[config.mk]
export PLATFORM = sky130hd
export DESIGN_NAME = uart_rx_param
export DESIGN_NICKNAME = d
export VERILOG_FILES = /design/src/rtl/uart_pkg.sv /design/src/rtl/uart_rx_fifo.sv /design/src/rtl/uart_rx_param.sv
export SDC_FILE = /design/constraint.sdc
export NUM_CORES = 1
export LEC_CHECK = 0
export BUFFER_PORTS_ARGS = -buffer_cell sky130_fd_sc_hd__buf_2
export CELL_PAD_IN_SITES_DETAIL_PLACEMENT = 0
export CELL_PAD_IN_SITES_GLOBAL_PLACEMENT = 1
export CORE_UTILIZATION = 50
export DETAILED_ROUTE_END_ITERATION = 16
export GPL_ROUTABILITY_DRIVEN = 0
export PLACE_DENSITY = 0.82
export SLEW_MARGIN = 20
export SYNTH_ARGS = -nofsm -noshare
export SYNTH_HDL_FRONTEND = slang
export SYNTH_SLANG_ARGS = --single-unit
[constraint.sdc]
create_clock -name clk -period 2.7 [get_ports clk]
set_input_delay 0.675 -clock clk [delete_from_list [all_inputs] [get_ports clk]]
set_output_delay 0.675 -clock clk [all_outputs]
set_load 0.1 [all_outputs]
[src/rtl/uart_pkg.sv]
// Shared definitions for the UART receiver: FSM state codes, parity mode codes
// and the FIFO entry width helper.
package uart_pkg;

  typedef enum logic [2:0] {
    ST_IDLE   = 3'd0,
    ST_START  = 3'd1,
    ST_DATA   = 3'd2,
    ST_PARITY = 3'd3,
    ST_STOP   = 3'd4
  } rx_state_e;

  localparam int PARITY_NONE = 0;
  localparam int PARITY_ODD  = 1;
  localparam int PARITY_EVEN = 2;

  // FIFO entry layout: {parity_err, frame_err, data}
  function automatic int fifo_entry_width(input int data_bits);
    return data_bits + 2;
  endfunction

endpackage

[src/rtl/uart_rx_fifo.sv]
// Synchronous show-ahead FIFO: the head entry is visible on rdata_o whenever
// the FIFO is non-empty; a push into a full FIFO is accepted only alongside a pop.
module uart_rx_fifo #(
  parameter int WIDTH = 10,
  parameter int DEPTH = 4
) (
  input  logic                   clk,
  input  logic                   rst_n,
  input  logic                   push_i,
  input  logic                   pop_i,
  input  logic [WIDTH-1:0]       wdata_i,
  output logic [WIDTH-1:0]       rdata_o,
  output logic                   full_o,
  output logic                   empty_o,
  output logic [$clog2(DEPTH):0] count_o
);

  localparam int AW = $clog2(DEPTH);

  logic [WIDTH-1:0] mem_q [DEPTH];
  logic [AW-1:0]    wr_ptr_q;
  logic [AW-1:0]    rd_ptr_q;
  logic [AW:0]      count_q;
  logic             do_push;
  logic             do_pop;

  assign empty_o = (count_q == '0);
  assign full_o  = (count_q == (AW+1)'(DEPTH));
  assign do_pop  = pop_i && !empty_o;
  assign do_push = push_i && (!full_o || do_pop);
  assign count_o = count_q;
  // Gate the head so the data output reads zero while empty.
  assign rdata_o = empty_o ? '0 : mem_q[rd_ptr_q];

  always_ff @(posedge clk) begin
    if (do_push) mem_q[wr_ptr_q] <= wdata_i;
  end

  always_ff @(posedge clk or negedge rst_n) begin
    if (!rst_n) begin
      wr_ptr_q <= '0;
      rd_ptr_q <= '0;
      count_q  <= '0;
    end else begin
      if (do_push) wr_ptr_q <= wr_ptr_q + 1'b1;
      if (do_pop)  rd_ptr_q <= rd_ptr_q + 1'b1;
      case ({do_push, do_pop})
        2'b10:   count_q <= count_q + 1'b1;
        2'b01:   count_q <= count_q - 1'b1;
        default: count_q <= count_q;
      endcase
    end
  end

endmodule

[src/rtl/uart_rx_param.sv]
// Parametrised UART receiver with 3-sample majority voting and a show-ahead FIFO.
// Parity checking is built only when UART_RX_PARITY_EN is defined.
module uart_rx_param
  import uart_pkg::*;
#(
  parameter int DATA_BITS   = 8,
  parameter int OSR         = 16,
  parameter int STOP_BITS   = 1,
  parameter int PARITY_MODE = 0,
  parameter int FIFO_DEPTH  = 4
) (
  input  logic                        clk,
  input  logic                        rst_n,
  input  logic                        rx_tick,
  input  logic                        uart_rx_in,
  output logic [DATA_BITS-1:0]        rx_data_out,
  output logic                        rx_data_valid,
  input  logic                        rx_data_ready,
  output logic                        frame_err,
  output logic                        parity_err,
  output logic                        overrun_err,
  output logic [$clog2(FIFO_DEPTH):0] fifo_count
);

  localparam int EW  = fifo_entry_width(DATA_BITS);
  localparam int TW  = $clog2(OSR);
  localparam int M   = OSR / 2;
  localparam int BCW = 4;
`ifdef UART_RX_PARITY_EN
  localparam int PMODE = PARITY_MODE;
`else
  localparam int PMODE = PARITY_MODE - PARITY_MODE;
`endif
  localparam bit PAR_EN = (PMODE != PARITY_NONE);

  rx_state_e            state_q, state_d;
  logic                 sync1_q, line_q;
  logic [TW-1:0]        tick_cnt_q, tick_cnt_d;
  logic [BCW-1:0]       bit_cnt_q, bit_cnt_d;
  logic [DATA_BITS-1:0] shift_q, shift_d;
  logic [1:0]           vote_q, vote_d;
  logic                 frm_q, frm_d;
  logic                 armed_q, armed_d;
  logic                 overrun_q;
  logic                 push, pop, fifo_full, fifo_empty;
  logic                 par_bit;
  logic                 bit_end, vote_now, voted;
  logic [EW-1:0]        push_word, head_word;

  assign bit_end  = rx_tick && (tick_cnt_q == TW'(OSR - 1));
  assign vote_now = rx_tick && (tick_cnt_q == TW'(M + 1));
  assign voted    = (vote_q[0] & vote_q[1]) | (vote_q[0] & line_q) | (vote_q[1] & line_q);

`ifdef UART_RX_PARITY_EN
  logic par_q, par_d;
  logic exp_par;
  assign exp_par = (^shift_q) ^ (PMODE == PARITY_ODD);
  assign par_bit = par_d;
`else
  assign par_bit = 1'b0;
`endif

  always_comb begin
    state_d    = state_q;
    tick_cnt_d = tick_cnt_q;
    bit_cnt_d  = bit_cnt_q;
    shift_d    = shift_q;
    vote_d     = vote_q;
    frm_d      = frm_q;
    armed_d    = armed_q | line_q;
    push       = 1'b0;
`ifdef UART_RX_PARITY_EN
    par_d      = par_q;
`endif
    if (state_q != ST_IDLE && rx_tick) begin
      tick_cnt_d = bit_end ? '0 : tick_cnt_q + 1'b1;
      if (tick_cnt_q == TW'(M - 1)) vote_d[0] = line_q;
      if (tick_cnt_q == TW'(M))     vote_d[1] = line_q;
    end
    case (state_q)
      ST_IDLE: begin
        tick_cnt_d = '0;
        bit_cnt_d  = '0;
        frm_d      = 1'b0;
`ifdef UART_RX_PARITY_EN
        par_d      = 1'b0;
`endif
        if (!line_q && armed_q) state_d = ST_START;
      end
      ST_START: begin
        if (vote_now && voted) state_d = ST_IDLE;
        else if (bit_end)      state_d = ST_DATA;
      end
      ST_DATA: begin
        if (vote_now) shift_d = {voted, shift_q[DATA_BITS-1:1]};
        if (bit_end) begin
          if (bit_cnt_q == BCW'(DATA_BITS - 1)) begin
            bit_cnt_d = '0;
            state_d   = PAR_EN ? ST_PARITY : ST_STOP;
          end else begin
            bit_cnt_d = bit_cnt_q + 1'b1;
          end
        end
      end
`ifdef UART_RX_PARITY_EN
      ST_PARITY: begin
        if (vote_now && (voted != exp_par)) par_d = 1'b1;
        if (bit_end) state_d = ST_STOP;
      end
`endif
      ST_STOP: begin
        if (vote_now) begin
          if (!voted) frm_d = 1'b1;
          // Leave at mid-bit so the next start edge is caught promptly; a low
          // stop bit (break) must see the line return high before re-arming.
          if (bit_cnt_q == BCW'(STOP_BITS - 1)) begin
            push    = 1'b1;
            state_d = ST_IDLE;
            if (!voted) armed_d = 1'b0;
          end
        end
        if (bit_end) bit_cnt_d = bit_cnt_q + 1'b1;
      end
      default: state_d = ST_IDLE;
    endcase
  end

  always_ff @(posedge clk or negedge rst_n) begin
    if (!rst_n) begin
      sync1_q    <= 1'b1;
      line_q     <= 1'b1;
      state_q    <= ST_IDLE;
      tick_cnt_q <= '0;
      bit_cnt_q  <= '0;
      shift_q    <= '0;
      vote_q     <= '0;
      frm_q      <= 1'b0;
      armed_q    <= 1'b1;
      overrun_q  <= 1'b0;
    end else begin
      sync1_q    <= uart_rx_in;
      line_q     <= sync1_q;
      state_q    <= state_d;
      tick_cnt_q <= tick_cnt_d;
      bit_cnt_q  <= bit_cnt_d;
      shift_q    <= shift_d;
      vote_q     <= vote_d;
      frm_q      <= frm_d;
      armed_q    <= armed_d;
      overrun_q  <= push && fifo_full && !pop;
    end
  end

`ifdef UART_RX_PARITY_EN
  always_ff @(posedge clk or negedge rst_n) begin
    if (!rst_n) par_q <= 1'b0;
    else        par_q <= par_d;
  end
`endif

  assign push_word = {par_bit, frm_d, shift_q};
  assign pop       = rx_data_valid && rx_data_ready;

  uart_rx_fifo #(
    .WIDTH (EW),
    .DEPTH (FIFO_DEPTH)
  ) u_fifo (
    .clk     (clk),
    .rst_n   (rst_n),
    .push_i  (push),
    .pop_i   (pop),
    .wdata_i (push_word),
    .rdata_o (head_word),
    .full_o  (fifo_full),
    .empty_o (fifo_empty),
    .count_o (fifo_count)
  );

  assign rx_data_valid = !fifo_empty;
  assign rx_data_out   = head_word[DATA_BITS-1:0];
  assign frame_err     = head_word[DATA_BITS];
  assign parity_err    = head_word[DATA_BITS+1];
  assign overrun_err   = overrun_q;

endmodule

======== Word level (Yosys, flattened, before mapping) ========
Memories as Yosys holds them, arrays and structs flattened.
Cells that the tools add are included.
word-level totals
  RAM bits ................................ 36
  flip-flop bits (word level) ............. 33
  input port bits ......................... 5
  word-level logic and storage cells ...... 101
  memories ................................ 1
memories
  name          words  bits a word  read ports  clocked after memory_dff  wr ports  line                RTL
  u_fifo.mem_q  4      9            1           0                         1         uart_rx_fifo.sv:20  logic [WIDTH-1:0] mem_q [DEPTH];
cells by class
  $add $sub $neg .......................... 6
  reductions and logical operators ........ 27
  bitwise operators ....................... 6
  mux-type cells .......................... 29
  equal/unequal tests ..................... 18
operators with widths
  cell                 count
  $mux 4               6
  $mux 3               7
  $eq 4x4->1 const B   3
  $ne 2x2->1 const B   6
  $pmux 3 s4           1
  $pmux 4 s3           1
  $mux 1               11
  $logic_and 1x1->1    10
  $mux 10              1
  $add 4x1->4 const B  2
  $eq 4x3->1 const B   2
  $eq 3x3->1 const B   2
  $logic_not 3->1      2
  $pmux 3 s2           1
  $reduce_and 2->1     3
  $reduce_and 6->1     1
  $reduce_bool 3->1    2
  $add 2x1->2 const B  2
  $logic_not 1->1      4
  $logic_not 4->1      1
  $reduce_bool 2->1    2
  $add 3x1->3 const B  1
  $and 1x1->1          3
  $eq 3x1->1 const B   1
  other kinds (9)      11

======== Depth between registers and ports, before layout ========
  depth after elaboration ................. 8
  gate-level depth with buffers ........... 13
  gate-level depth less buffers ........... 12

======== Modules after synthesis ========
A second synthesis with hierarchy kept.
second synthesis, totals
  cell total of the unflattened synthesis .. 222
  area total of the unflattened synthesis .. 3249.4 µm²
modules (own cells, without submodules)
  module         instances  area each (µm²)  cells each  seq. area each (µm²)
  uart_rx_fifo   1          1943.1           102         1376.3
  uart_rx_param  1          1306.3           120         654.4

======== Worst setup path before layout ========
OpenSTA, ideal clock, no wires.
  path type ............................... register -> output
  start point ............................. register u_fifo.count_q[0] (netlist: u_fifo.count_o[0])
  end point ............................... output frame_err
  path slack .............................. -1.001 ns
  cell stages (with the launch flop) ...... 4
  buffers on the path ..................... 1
  data arrival time ....................... 3.026 ns
  cell sequence ........................... dfrtp_1 -> or3_1 -> clkbuf_1 -> and2_1
on the way
  cells in the longest elaborated chain, start to end .. 2
RTL lines
  what                    line                 RTL
  start, declared         uart_rx_fifo.sv:23   logic [AW:0] count_q;
  start signal, assigned  uart_rx_fifo.sv:48   2'b10: count_q <= count_q + 1'b1;
  start signal, assigned  uart_rx_fifo.sv:49   2'b01: count_q <= count_q - 1'b1;
  start signal, assigned  uart_rx_fifo.sv:50   default: count_q <= count_q;
  $logic_not 3->1         uart_rx_fifo.sv:27   assign empty_o = (count_q == '0);
  $mux 10                 uart_rx_fifo.sv:33   assign rdata_o = empty_o ? '0 : mem_q[rd_ptr_q];
  end, declared           uart_rx_param.sv:19  output logic frame_err,
Every way passes these cells.

======== Worst setup path in the final report ========
  start point ............................. register u_fifo.rd_ptr_q[0]
  end point ............................... output rx_data_out[7]
on the way
  cells in the longest elaborated chain, start to end .. 2
RTL lines
  what                    line                 RTL
  start, declared         uart_rx_fifo.sv:22   logic [AW-1:0] rd_ptr_q;
  start signal, assigned  uart_rx_fifo.sv:46   if (do_pop) rd_ptr_q <= rd_ptr_q + 1'b1;
  $mem_v2 4x9             -
  $mux 10                 uart_rx_fifo.sv:33
  end, declared           uart_rx_param.sv:16  output logic [DATA_BITS-1:0] rx_data_out,
Every way passes these cells.

==> metrics.txt <==
status=finished clean; Synthesized Nets=roughly 230; post-synth top area share=0.351; CP Capture Point=rx_data_out[7]; share of layout cells above drive strength 1=0.343; Compound-Gate Fraction of Synth Area=0.0398; setup bufs post-CTS=0; Hold WC Path Type=flop to flop; crit start category=flop; Synth Area in Adders=0.0503; Post-route DRC=0; Mapped Cells=210; RR Startpoint=bit_cnt_q[0]; Max-Cap Viols=0; Clock Sinks=69; crit path cell chain=buf_4 -> mux4_2 -> and2_2 -> buf_2; largest net degree at the start of global routing=34; CTS tree=built; Post-DP Area=3250 µm²; GRT overflow=0; final hold violation count=0; post-synthesis async set-or-reset flop share=0.478; first-pass GRT wire length=7910 µm; crit path from=u_fifo.rd_ptr_q[0]; chip height=80.5 µm; met3 WL post-DR=157 µm; die width=80.5 µm; Routed Antenna Nets=0; Worst R2R End=u_fifo.count_o[1]; largest family of logic cells by synthesized area=simple AND/OR/NAND/NOR gates; antenna violations before repair=0; Clock Latency Late Sink=~0.33 ns; mux cell area share after synthesis=0.118; highest metal used=met4; post-route insts no fill=between 300 and 400; critical path endpoint category=output pin; cell taking the most area after synthesis=edfxtp_1; Layout area overhead=12.8%; Total Neg Setup Slack=0 ns; setup violators final=0; period utilisation layout=0.961; CTS-repair resized insts=0; DP HPWL=3140 µm; Post-Syn Area per Cell=14.7 µm²; Commonest cells post-synth=36 x edfxtp_1, 30 x dfrtp_1, 13 x nor2_1; Placed Instances=298; core region area=a little under 6000 µm²; CP top delay family=multiplexers; Netlist cell types=48; Slew @ Worst Pin=~0.74 ns; Nets=250; fin crit period=2.59 ns; DR WL/cell=~15 µm; IO Pins=20; FMAX=386 MHz; Routed WL=4820 µm; CP Depth=4; Worst-path clk slew=around 0.08 ns; Metal-1 WL=2250 µm; register area share after synthesis=0.619; vias in the first global route=about 1,600; simple-gate share of the synthesized area=0.119; peak fanout along the critical path=11; xor and xnor area share after synthesis=0.0199; Final Cell Area=~3500 µm²; WP buf/inv=2; top cells by area, synth=edfxtp_1 35%, dfrtp_1 24%, mux4_2 6.6%; number of synthesized flops with an enable pin=36; CP max stage cell=mux4_2; Starting Density=0.521; Total GRT Usage=0.173; # port buffers=18; Post-CTS Hold Fix Bufs=0; htree depth=3; Tot Pwr=2.42 mW; Vias/cell=5.19; CTS max path bufs=2; pwr/cell area=696 nW/µm²; synth warn=0; FP Rows=28; worst vdd ir=between 0.5 and 0.6 mV; Worst Clk Skew=between 0.01 and 0.015 ns; Diodes inserted=0; Crit path arrival time=1.92 ns; Rel. slew slack=0.506; Worst path max stage delay=0.54 ns; R2R setup slack=between 0.4 and 0.5 ns; Most used DFF post-synth=edfxtp_1; met2 wire length=2390 µm; static leakage=1.44 nW; Pre-antenna DRT Iters=4; RSZ-0062 raised after global routing=false; clock buffers created by TritonCTS=9; Final Max Tran Viols=0; Initial DRC Count=99; Worst Reg2Reg Path Length in Cells=10; Root Buffer=clkbuf_8; Critical Path RT=roughly 2.0 ns; most common cell in the netlist=edfxtp_1; Vias=between 1,500 and 2,000; synthesized flop and latch total=approximately 70; Mapped Area=3080 µm²; CP Class=flop to output pin; die area=roughly 6500 µm²
state kept, by name (all words and copies together), names as in the netlist:
name,flops
overrun_err,1
vote_q,2
bit_cnt_q,4
armed_q,1
state_q,3
u_fifo.count_o,3
frm_q,1
tick_cnt_q,4
u_fifo.wr_ptr_q,2
u_fifo.mem_q,36
shift_q,8
u_fifo.rd_ptr_q,2
sync1_q,1
line_q,1
metal layers:
metal	global-route usage	vias to the layer above
met4	0.0750	0
met1	0.218	791
met5	0	-
li1	-	803
met2	0.278	34
met3	0.0477	2
metrics by stage:
step / hold WS [ns] / worst slack (ns) / util
after global routing: 0.352 / 0.0193 / 0.587
after detailed placement: 0.351 / 0.136 / 0.548
after global placement: 0.347 / 0.165 / 0.548
final: 0.345 / 0.106 / 0.587
after floorplan: 0.345 / 0.0533 / -
after CTS: 0.350 / 0.0724 / 0.587
cells in the final DEF, fill, tap and decap left out, types with 4 or more instances in the layout:
master    netlist  routed
a21oi_1         5       5
and2_2          2      11
buf_2           2      18
clkbuf_8        0       9
dfrtp_1        30      27
edfxtp_1       36      36
ha_1           10      10
inv_1          11      11
mux2_2         12      12
mux4_2          9       9
nand2_1        11      11
nand3_1         5       5
nor2_1         13      13
o21ai_0         5       5
xor2_1          4       4
worst min-delay path by stage:
stage | slack [ns] | start | cells past startpoint | end
floorplan | 0.35 | sync1_q | 0 | line_q
global placement | 0.35 | sync1_q | 0 | line_q
detailed placement | 0.35 | sync1_q | 0 | line_q
CTS | 0.35 | sync1_q | 0 | line_q
global route | 0.35 | sync1_q | 0 | line_q
finish | 0.34 | sync1_q | 0 | line_q
where the power goes:
group	internal (mW)	switching (mW)
Combinational	0.0920	0.133
Sequential	1.15	0.0660
Clock	0.612	0.368
layout make-up:
type                            count  area [µm²]
Clock buffer                       11         131
Clock inverter                      5         100
Fill cell                         466        2440
Inverter                           11        41.3
Multi-Input combinational cell    122        1080
Sequential cell                    69        1910
Tap cell                           75        93.8
Timing Repair Buffer               21         113
cells by family (layout without fill, tap and decap cells):
| group | Yosys count | in the layout |
|---|---|---|
| compound gates | 19 | 19 |
| xor+xnor | 7 | 7 |
| fa+ha+maj | 12 | 12 |
| buf+inv | 19 | 48 |
| flops | 69 | 69 |
| mux | 23 | 23 |
| other cells | 1 | 1 |
| simple gates | 60 | 60 |
Power figures use the tool's default switching activity.
